$ cat src/rtl/rv_pkg.sv
// Shared rv32i decode definitions: major opcodes, out_type bit positions and
// the load scoreboard state encoding.
package rv_pkg;

    localparam logic [6:0] OP_R      = 7'b0110011;
    localparam logic [6:0] OP_I      = 7'b0010011;
    localparam logic [6:0] OP_STORE  = 7'b0100011;
    localparam logic [6:0] OP_LOAD   = 7'b0000011;
    localparam logic [6:0] OP_BRANCH = 7'b1100011;
    localparam logic [6:0] OP_JALR   = 7'b1100111;
    localparam logic [6:0] OP_JAL    = 7'b1101111;
    localparam logic [6:0] OP_AUIPC  = 7'b0010111;
    localparam logic [6:0] OP_LUI    = 7'b0110111;
    localparam logic [6:0] OP_FENCE  = 7'b0001111;
    localparam logic [6:0] OP_SYSTEM = 7'b1110011;

    localparam int TYPE_W   = 11;
    localparam int T_R      = 0;
    localparam int T_I      = 1;
    localparam int T_STORE  = 2;
    localparam int T_LOAD   = 3;
    localparam int T_BRANCH = 4;
    localparam int T_JALR   = 5;
    localparam int T_JAL    = 6;
    localparam int T_AUIPC  = 7;
    localparam int T_LUI    = 8;
    localparam int T_FENCE  = 9;
    localparam int T_SYSTEM = 10;

    typedef enum logic [1:0] {
        SB_IDLE  = 2'd0,
        SB_HELD  = 2'd1,
        SB_COUNT = 2'd2
    } sb_state_e;

    function automatic logic [TYPE_W-1:0] type_onehot(input int unsigned idx);
        type_onehot = {{(TYPE_W-1){1'b0}}, 1'b1} << idx;
    endfunction

endpackage

$ cat src/rtl/decode_stage_classifier.sv
// Combinational opcode classifier: one-hot instruction type, illegal flag and
// which source registers the instruction reads (for hazard detection only).
module opcode_classifier
    import rv_pkg::*;
#(
    parameter bit EN_SYSTEM = 1'b1
) (
    input  logic [31:0]       instr,
    output logic [TYPE_W-1:0] itype,
    output logic              illegal,
    output logic              uses_rs1,
    output logic              uses_rs2
);

    logic [TYPE_W-1:0] type_s;
    logic              rs1_s;
    logic              rs2_s;
    logic [2:0]        funct3_s;
    logic              unused_s;

    assign funct3_s = instr[14:12];
    assign unused_s = ^{instr[31:15], instr[11:7]};

    // Opcode lookup; anything outside the table (including instr[1:0] != 2'b11) leaves type_s empty.
    always_comb begin
        type_s = '0;
        rs1_s  = 1'b0;
        rs2_s  = 1'b0;
        case (instr[6:0])
            OP_R:      begin type_s = type_onehot(T_R);      rs1_s = 1'b1; rs2_s = 1'b1; end
            OP_I:      begin type_s = type_onehot(T_I);      rs1_s = 1'b1; end
            OP_STORE:  begin type_s = type_onehot(T_STORE);  rs1_s = 1'b1; rs2_s = 1'b1; end
            OP_LOAD:   begin type_s = type_onehot(T_LOAD);   rs1_s = 1'b1; end
            OP_BRANCH: begin type_s = type_onehot(T_BRANCH); rs1_s = 1'b1; rs2_s = 1'b1; end
            OP_JALR:   begin type_s = type_onehot(T_JALR);   rs1_s = 1'b1; end
            OP_JAL:    type_s = type_onehot(T_JAL);
            OP_AUIPC:  type_s = type_onehot(T_AUIPC);
            OP_LUI:    type_s = type_onehot(T_LUI);
            OP_FENCE: begin
                if (EN_SYSTEM) begin
                    type_s = type_onehot(T_FENCE);
                end else begin
                    type_s = '0;
                end
            end
            OP_SYSTEM: begin
                if (EN_SYSTEM) begin
                    type_s = type_onehot(T_SYSTEM);
                    // Only the register-sourced CSR ops read rs1.
                    rs1_s  = !funct3_s[2] && (funct3_s != 3'd0);
                end else begin
                    type_s = '0;
                end
            end
            default: type_s = '0;
        endcase
    end

    assign itype    = type_s;
    assign illegal  = (type_s == '0);
    assign uses_rs1 = rs1_s;
    assign uses_rs2 = rs2_s;

endmodule

$ cat src/rtl/decode_stage.sv
// Registered rv32i decode stage with valid/ready handshakes, flush and a
// single-entry load-use scoreboard enforcing LOAD_BUBBLES empty output cycles.
module decode_stage
    import rv_pkg::*;
#(
    parameter int PC_W         = 32,
    parameter int LOAD_BUBBLES = 1,
    parameter bit EN_SYSTEM    = 1'b1
) (
    input  logic              clk,
    input  logic              rst,
    input  logic              flush,
    input  logic              in_valid,
    output logic              in_ready,
    input  logic [31:0]       in_instr,
    input  logic [PC_W-1:0]   in_pc,
    output logic              out_valid,
    input  logic              out_ready,
    output logic [TYPE_W-1:0] out_type,
    output logic              out_illegal,
    output logic [4:0]        out_rd,
    output logic [4:0]        out_rs1,
    output logic [4:0]        out_rs2,
    output logic [2:0]        out_funct3,
    output logic              out_funct7b5,
    output logic [PC_W-1:0]   out_pc,
    output logic [31:0]       out_instr
);

    logic [TYPE_W-1:0] in_type_s;
    logic              in_illegal_s;
    logic              uses_rs1_s;
    logic              uses_rs2_s;
    logic              is_load_s;
    logic              hazard_s;
    logic              take_in_s;
    logic              take_out_s;
    sb_state_e         state_r;
    logic [4:0]        ld_rd_r;
    logic [2:0]        ld_cnt_r;

    opcode_classifier #(
        .EN_SYSTEM (EN_SYSTEM)
    ) u_classifier (
        .instr    (in_instr),
        .itype    (in_type_s),
        .illegal  (in_illegal_s),
        .uses_rs1 (uses_rs1_s),
        .uses_rs2 (uses_rs2_s)
    );

    assign is_load_s  = in_type_s[T_LOAD];
    assign hazard_s   = in_valid && (state_r != SB_IDLE) && (ld_rd_r != 5'd0) &&
                        ((uses_rs1_s && (in_instr[19:15] == ld_rd_r)) ||
                         (uses_rs2_s && (in_instr[24:20] == ld_rd_r)));
    // A second load waits for IDLE so the scoreboard never has to track two entries.
    assign in_ready   = (!out_valid || out_ready) && !flush && !hazard_s &&
                        !(is_load_s && (state_r != SB_IDLE));
    assign take_in_s  = in_valid && in_ready;
    assign take_out_s = out_valid && out_ready;

    // Output slot: loads on transfer in, holds under backpressure, empties on flush.
    always_ff @(posedge clk or posedge rst) begin
        if (rst) begin
            out_valid    <= 1'b0;
            out_type     <= '0;
            out_illegal  <= 1'b0;
            out_rd       <= 5'd0;
            out_rs1      <= 5'd0;
            out_rs2      <= 5'd0;
            out_funct3   <= 3'd0;
            out_funct7b5 <= 1'b0;
            out_pc       <= '0;
            out_instr    <= 32'd0;
        end else if (flush) begin
            out_valid <= 1'b0;
        end else if (take_in_s) begin
            out_valid    <= 1'b1;
            out_type     <= in_type_s;
            out_illegal  <= in_illegal_s;
            out_rd       <= in_instr[11:7];
            out_rs1      <= in_instr[19:15];
            out_rs2      <= in_instr[24:20];
            out_funct3   <= in_instr[14:12];
            out_funct7b5 <= in_instr[30];
            out_pc       <= in_pc;
            out_instr    <= in_instr;
        end else if (take_out_s) begin
            out_valid <= 1'b0;
        end else begin
            out_valid <= out_valid;
        end
    end

    // Load scoreboard: HELD while the load sits in the slot, then COUNT out the bubbles.
    always_ff @(posedge clk or posedge rst) begin
        if (rst) begin
            state_r  <= SB_IDLE;
            ld_rd_r  <= 5'd0;
            ld_cnt_r <= 3'd0;
        end else if (flush) begin
            state_r  <= SB_IDLE;
            ld_cnt_r <= 3'd0;
        end else begin
            case (state_r)
                SB_IDLE: begin
                    if (take_in_s && is_load_s) begin
                        state_r <= SB_HELD;
                        ld_rd_r <= in_instr[11:7];
                    end
                end
                SB_HELD: begin
                    if (take_out_s) begin
                        state_r  <= (LOAD_BUBBLES == 1) ? SB_IDLE : SB_COUNT;
                        ld_cnt_r <= 3'(LOAD_BUBBLES - 1);
                    end
                end
                SB_COUNT: begin
                    if (ld_cnt_r == 3'd1) begin
                        state_r  <= SB_IDLE;
                        ld_cnt_r <= 3'd0;
                    end else begin
                        ld_cnt_r <= ld_cnt_r - 3'd1;
                    end
                end
                default: begin
                    state_r  <= SB_IDLE;
                    ld_cnt_r <= 3'd0;
                end
            endcase
        end
    end

endmodule

$ cat config.mk
export PLATFORM = sky130hd
export DESIGN_NAME = decode_stage
export DESIGN_NICKNAME = d
export VERILOG_FILES = /design/src/rtl/rv_pkg.sv /design/src/rtl/decode_stage_classifier.sv /design/src/rtl/decode_stage.sv
export SDC_FILE = /design/constraint.sdc
export NUM_CORES = 1
export LEC_CHECK = 0
export ABC_AREA = 0
export BUFFER_PORTS_ARGS = -buffer_cell sky130_fd_sc_hd__buf_4
export CAP_MARGIN = 5
export CORE_ASPECT_RATIO = 0.8
export CORE_MARGIN = 5
export CORE_UTILIZATION = 35
export DETAILED_ROUTE_END_ITERATION = 16
export GPL_TIMING_DRIVEN = 0
export PLACE_DENSITY_LB_ADDON = 0.2
export SLEW_MARGIN = 20
export SYNTH_ARGS = -nofsm -noshare
export SYNTH_HDL_FRONTEND = slang
export SYNTH_HIERARCHICAL = 1
export SYNTH_SLANG_ARGS = --single-unit
$ cat constraint.sdc
create_clock -name clk -period 2.2 [get_ports clk]
set_input_delay 0.11 -clock clk [delete_from_list [all_inputs] [get_ports clk]]
set_output_delay 0.11 -clock clk [all_outputs]
set_load 0.005 [all_outputs]
# ---- Word-level counts from Yosys, hierarchy flattened
# Index checks and enable logic that the tools add are counted.
dict set report totals {
  elab_cells 82
  out_inout_bits 97
  reg_bits 106
}
dict set report op_classes {
  reduce_logical 32
  muxes 15
  addsub 1
  n_eq_ne 20
  bitwise 1
}
# cell count
set op_table {}
lappend op_table {{$pmux 11 s11} 1}
lappend op_table {{$eq 7x7->1 const B} 4}
lappend op_table {{$eq 7x6->1 const B} 3}
lappend op_table {{$eq 7x5->1 const B} 2}
lappend op_table {{$logic_and 1x1->1} 13}
lappend op_table {{$logic_not 11->1} 1}
lappend op_table {{$eq 5x5->1} 2}
lappend op_table {{$mux 3} 3}
lappend op_table {{$ne 3x3->1 const B} 3}
lappend op_table {{$pmux 3 s3} 1}
lappend op_table {{$mux 2} 4}
lappend op_table {{$eq 7x2->1 const B} 1}
lappend op_table {{$eq 7x4->1 const B} 1}
lappend op_table {{$pmux 2 s3} 1}
lappend op_table {{$reduce_and 3->1} 2}
lappend op_table {{$reduce_bool 3->1} 2}
lappend op_table {{$reduce_or 6->1} 1}
lappend op_table {{$logic_not 1->1} 5}
lappend op_table {{$reduce_bool 5->1} 1}
lappend op_table {{$mux 1} 4}
lappend op_table {{$reduce_and 2->1} 2}
lappend op_table {{$eq 3x1->1 const B} 1}
lappend op_table {{$reduce_or 3->1} 1}
lappend op_table {{$sub 3x1->3 const B} 1}
lappend op_table {{other kinds (8)} 9}

# ---- Logic depth before layout (Yosys ltp)
dict set report logic_depth {
  depth_word 14
  ltp_mapped 10
}

# ---- By module
# Netlist, hierarchy kept.
# mod cells_per_inst n_inst seq_area_each_um2 area_each_um2
set by_module_without_submodules {}
lappend by_module_without_submodules {decode_stage 223 1 2077.0 3427.0}
lappend by_module_without_submodules {opcode_classifier 37 1 0.0 235.2}

# ---- Least setup slack after synthesis
# No wires, ideal clock.
dict set report synth_timing {
  path_type {flip-flop to flip-flop}
  startpoint {reg ld_rd_r[1]}
  endpoint {reg out_instr[0]}
  arrival_ps 1898
  setup_slack_ps 174
  period_less_slack_ps 2026
  path_stages_with_launch 7
  n_path_buf 2
  setup_time_ps 127
  path_cell_list {dfrtp_1 > or4_1 > o21a_1 > a21oi_4 > buf_6 > buf_6 > mux2_1}
}
dict set report synth_between {
  elab_chain_len 9
  word_cells_on_any_way 13
  cone_classes {2 x eq/ne; 11 x reduce/logical}
}
# item line_no
set synth_lines {}
lappend synth_lines {{from (decl)} decode_stage.sv:39} ;# logic [4:0] ld_rd_r;
lappend synth_lines {{from (signal assigned)} decode_stage.sv:109} ;# ld_rd_r <= in_instr[11:7];
lappend synth_lines {{$eq 5x5->1 (on tied branches)} {decode_stage.sv:54, decode_stage.sv:55}}
lappend synth_lines {{$logic_and 1x1->1 (on tied branches)} {decode_stage.sv:54, decode_stage.sv:55}}
lappend synth_lines {{$logic_or 1x1->1} decode_stage.sv:54} ;# ((uses_rs1_s && (in_instr[19:15] == ld_rd_r)) ||
lappend synth_lines {{$logic_and 1x1->1 (*)} decode_stage.sv:53} ;# assign hazard_s = in_valid && (state_r != SB_IDLE) && (ld_rd_r != 5'd0) &&
lappend synth_lines {{$logic_not 1->1 (*)} decode_stage.sv:57} ;# assign in_ready = (!out_valid || out_ready) && !flush && !hazard_s &&
lappend synth_lines {{$logic_and 1x1->1 (*) (2 in a row)} decode_stage.sv:57}
lappend synth_lines {{$logic_and 1x1->1 (*)} decode_stage.sv:59} ;# assign take_in_s = in_valid && in_ready;
lappend synth_lines {{$reduce_and 2->1 (no source line) (*)} n/a}
lappend synth_lines {{to (signal assigned)} decode_stage.sv:87} ;# out_instr <= in_instr;
lappend synth_lines {{to (decl)} decode_stage.sv:27} ;# output logic [31:0] out_instr
# Every way passes the cells marked *; elsewhere a longest branch is shown, timed or not.
# A chain may end at the register's enable or synchronous reset.

# ---- Worst setup path after layout
dict set report layout_timing {
  startpoint {reg ld_rd_r[1]}
  endpoint {reg out_pc[29]}
}
dict set report layout_between {
  elab_chain_len 9
  word_cells_on_any_way 13
  cone_classes {2 x eq/ne; 11 x reduce/logical}
}
# item line_no
set layout_lines {}
lappend layout_lines {{$eq 5x5->1 (on tied branches)} {decode_stage.sv:54, decode_stage.sv:55}}
lappend layout_lines {{$logic_and 1x1->1 (on tied branches)} {decode_stage.sv:54, decode_stage.sv:55}}
lappend layout_lines {{$logic_or 1x1->1} decode_stage.sv:54}
lappend layout_lines {{$logic_and 1x1->1 (*)} decode_stage.sv:53}
lappend layout_lines {{$logic_not 1->1 (*)} decode_stage.sv:57}
lappend layout_lines {{$logic_and 1x1->1 (*) (2 in a row)} decode_stage.sv:57}
lappend layout_lines {{$logic_and 1x1->1 (*)} decode_stage.sv:59}
lappend layout_lines {{$reduce_and 2->1 (no source line) (*)} n/a}
lappend layout_lines {{to (signal assigned)} decode_stage.sv:86} ;# out_pc <= in_pc;
lappend layout_lines {{to (decl)} decode_stage.sv:26} ;# output logic [PC_W-1:0] out_pc,
# Marked as above.

==> results.cfg <==
[run_status]
outcome = completed

[cells_and_area]
nFillCells = 911
drive_gt1_frac = 0.594
fin_cells = 615
area_growth_pct = 57.8
final_area_mm2 = 0.00578
antenna_cells = 0
nets = 539

[timing]
fin_crit_ns = 2.12
finalSetupViolations = 0
worst_pin_slew_ns = 0.712
relSlewSlack = 0.521
hold_viol = 0
finalMaxSlewViolations = 0
fin_hold_ws_ns = 0.0122
fin_tns_setup_ns = 0
rsz0062_at_grt = true
period_share = 0.964
finClkSkew_ns = 0.00509
fmax_mhz = 471

[clock_tree]
clockBufferDepth = 2
path_clk_slew_ns = 0.06
cts_inserted_buffers = 9
clock_sinks = 83
worstSkewPairLatency_ns = 0.33
cts_tree = yes
h-tree-depth = 3
clockRootBuffer = clkbuf_16

[critical_path]
critPathLaunchType = flip-flop
crit_type = reg -> reg
cp.required_ns = 2.41
path_max_fanout = 10
crit_arrival_ns = 2.33
crit_path_end_kind = flip-flop

[drt]
wl_um = 9460
dr.pass1.iters = 4
ant_nets = 0
via_per_inst = 4.54
first_iter_violations = 87
post_drt_wl_per_cell_um = 15.4
vias = 2795
drc = 0

[synth]
synthesis.nets = 329
synthesis.area_mm2 = 0.00366
seq_area_frac_synth = 0.567
syn_inst = 260
synth_flop_cell = dfrtp_1
synth_cell_types = 32
synth-warning-count = 6
postSynthAreaPerCell_um2 = 14.1
synth_edf_count = 0
synthArstFlopShare = 1.00
ys_seq_elements = 83

[power_and_ir_drop]
p_leak_nw = 2.75
netSwitchingFraction = 0.233
total_power_mw = 4.48
sequentialPowerShare = 0.419
p_switching_mw = 1.05
powerDensity_mw_per_mm2 = 775
power.internal_mw = 3.43
ir_drop_mv = 0.449
pwr-share-comb = 0.238
p_clk_frac = 0.343

[die]
start_util = 0.358
die_x_um = 124
die_h_um = 101
coreArea_mm2 = 0.0102
row_count = 33
dieArea_mm2 = 0.0126
ios = 166

[flow_run]
cap_violations = 0

[placed_design]
placed_cell_area_mm2 = 0.00512
dpl.hpwl_um = 7230
gp_congestion = 0.780
io_buffers = 165
placed_cells = 567

[grt]
grt_overflow = 0
antenna_found_initial = 0
grt_pass1_wl_um = 15600
grt_usage = 0.156
grt_max_degree = 33
grt_pass1_vias = 2985

[hold_path]
hp-class = in -> reg
-- Yosys cell counts (4+ instances only) --
cell type	count	area (um2)
nand4_1	4	25.0
nor3_1	4	20.0
buf_4	24	180
mux2_2	52	586
xnor2_1	11	96.3
mux2_1	28	315
dfrtp_1	83	2080
nor2_1	7	26.3
inv_1	6	22.5
nand2_1	7	26.3
buf_6	6	67.6
-- routing by layer --
layer / part of all wire / track usage
met5: 0 / 0
met4: 0.012 / 0.0505
met3: 0.075 / 0.0596
met2: 0.48 / 0.250
met1: 0.43 / 0.196
-- stage by stage --
stage	setup WS (ns)	util
after global placement	-0.0918	0.496
after CTS	-0.0226	0.559
after global routing	-0.00829	0.564
after floorplan	0.174	-
after detailed placement	-0.160	0.500
final	0.0783	0.564
-- cells by family (layout without fill, tap and decap cells) --
kind of cell	after synthesis	count (layout)	share of synthesized area
buffers and inverters	37	252	0.0748
AO/OA/AOI/OAI	13	13	0.0287
AND/OR/NAND/NOR	35	35	0.0530
multiplexers	81	81	0.250
XOR/XNOR	11	11	0.0263
flip-flops	83	83	0.567
-- state kept, by name (all words and copies together), names as in the netlist --
register	cells
out_instr	18
out_rs1	4
out_pc	32
out_illegal	1
out_type	11
state_r	1
out_rd	4
out_valid	1
ld_rd_r	5
out_funct3	2
out_rs2	4
-- path summary, 6_finish.rpt --
| check | startpoint | to | slack (ns) | depth (start not counted) |
|---|---|---|---|---|
| hold reg to reg | out_instr[1] | out_instr[1] | 0.49 | 1 |
| hold / removal | in_instr[11] | out_instr[11] | 0.01 | 2 |
| setup / recovery | ld_rd_r[1] | out_pc[29] | 0.08 | 6 |
| max in group asynchronous | rst | out_instr[27] | 1.28 | 4 |
| setup reg to reg | ld_rd_r[1] | out_pc[29] | 0.08 | 6 |
| min in group asynchronous | rst | out_pc[29] | 0.38 | 3 |
-- critical path, cell delays in order, from the launching register on --
cell	delay [ns]
dfrtp_2	0.41
or4_1	0.53
o21a_1	0.22
a21oi_4	0.19
buf_8	0.16
buf_6	0.15
mux2_1	0.34
-- power groups by stage --
stage	registers (mW)	clock network, mW	logic [mW]
after floorplan	1.90	0	0.394
after global placement	1.89	0	1.00
after detailed placement	1.91	0	1.03
after CTS	1.88	1.59	1.08
after global routing	1.91	1.65	1.17
final	1.88	1.54	1.07
-- final cells by class --
type | instances | area, um2 | share of cell area
sequential | 83 | 2080 | 0.360
inverter | 6 | 26.3 | 0.00455
tap | 140 | 175 | 0.0303
clock buffer | 15 | 278 | 0.0481
timing repair buffer | 199 | 1590 | 0.275
clock inverter | 1 | 30.0 | 0.00520
multi-input combinational | 140 | 1320 | 0.228
buffer | 31 | 278 | 0.0481
-- timing repair --
action | CTS | global route
endpoints found under the hold margin | 41 | 2
setup buffers | 6 | 2
pin swaps | 2 | 2
hold buffers | 22 | 2
setup endpoints to repair | 28 | 73
gates resized for setup | 5 | 7
-- cell usage in the layout, fill, tap and decap left out, types with 6 or more instances in the layout --
cell,n
buf_4,192
buf_6,7
clkbuf_16,9
dfrtp_1,80
dlygate4sd3_1,24
mux2_1,28
mux2_2,52
nand2_1,7
nor2_1,6
xnor2_1,11
(Power assumes the default switching activity.)
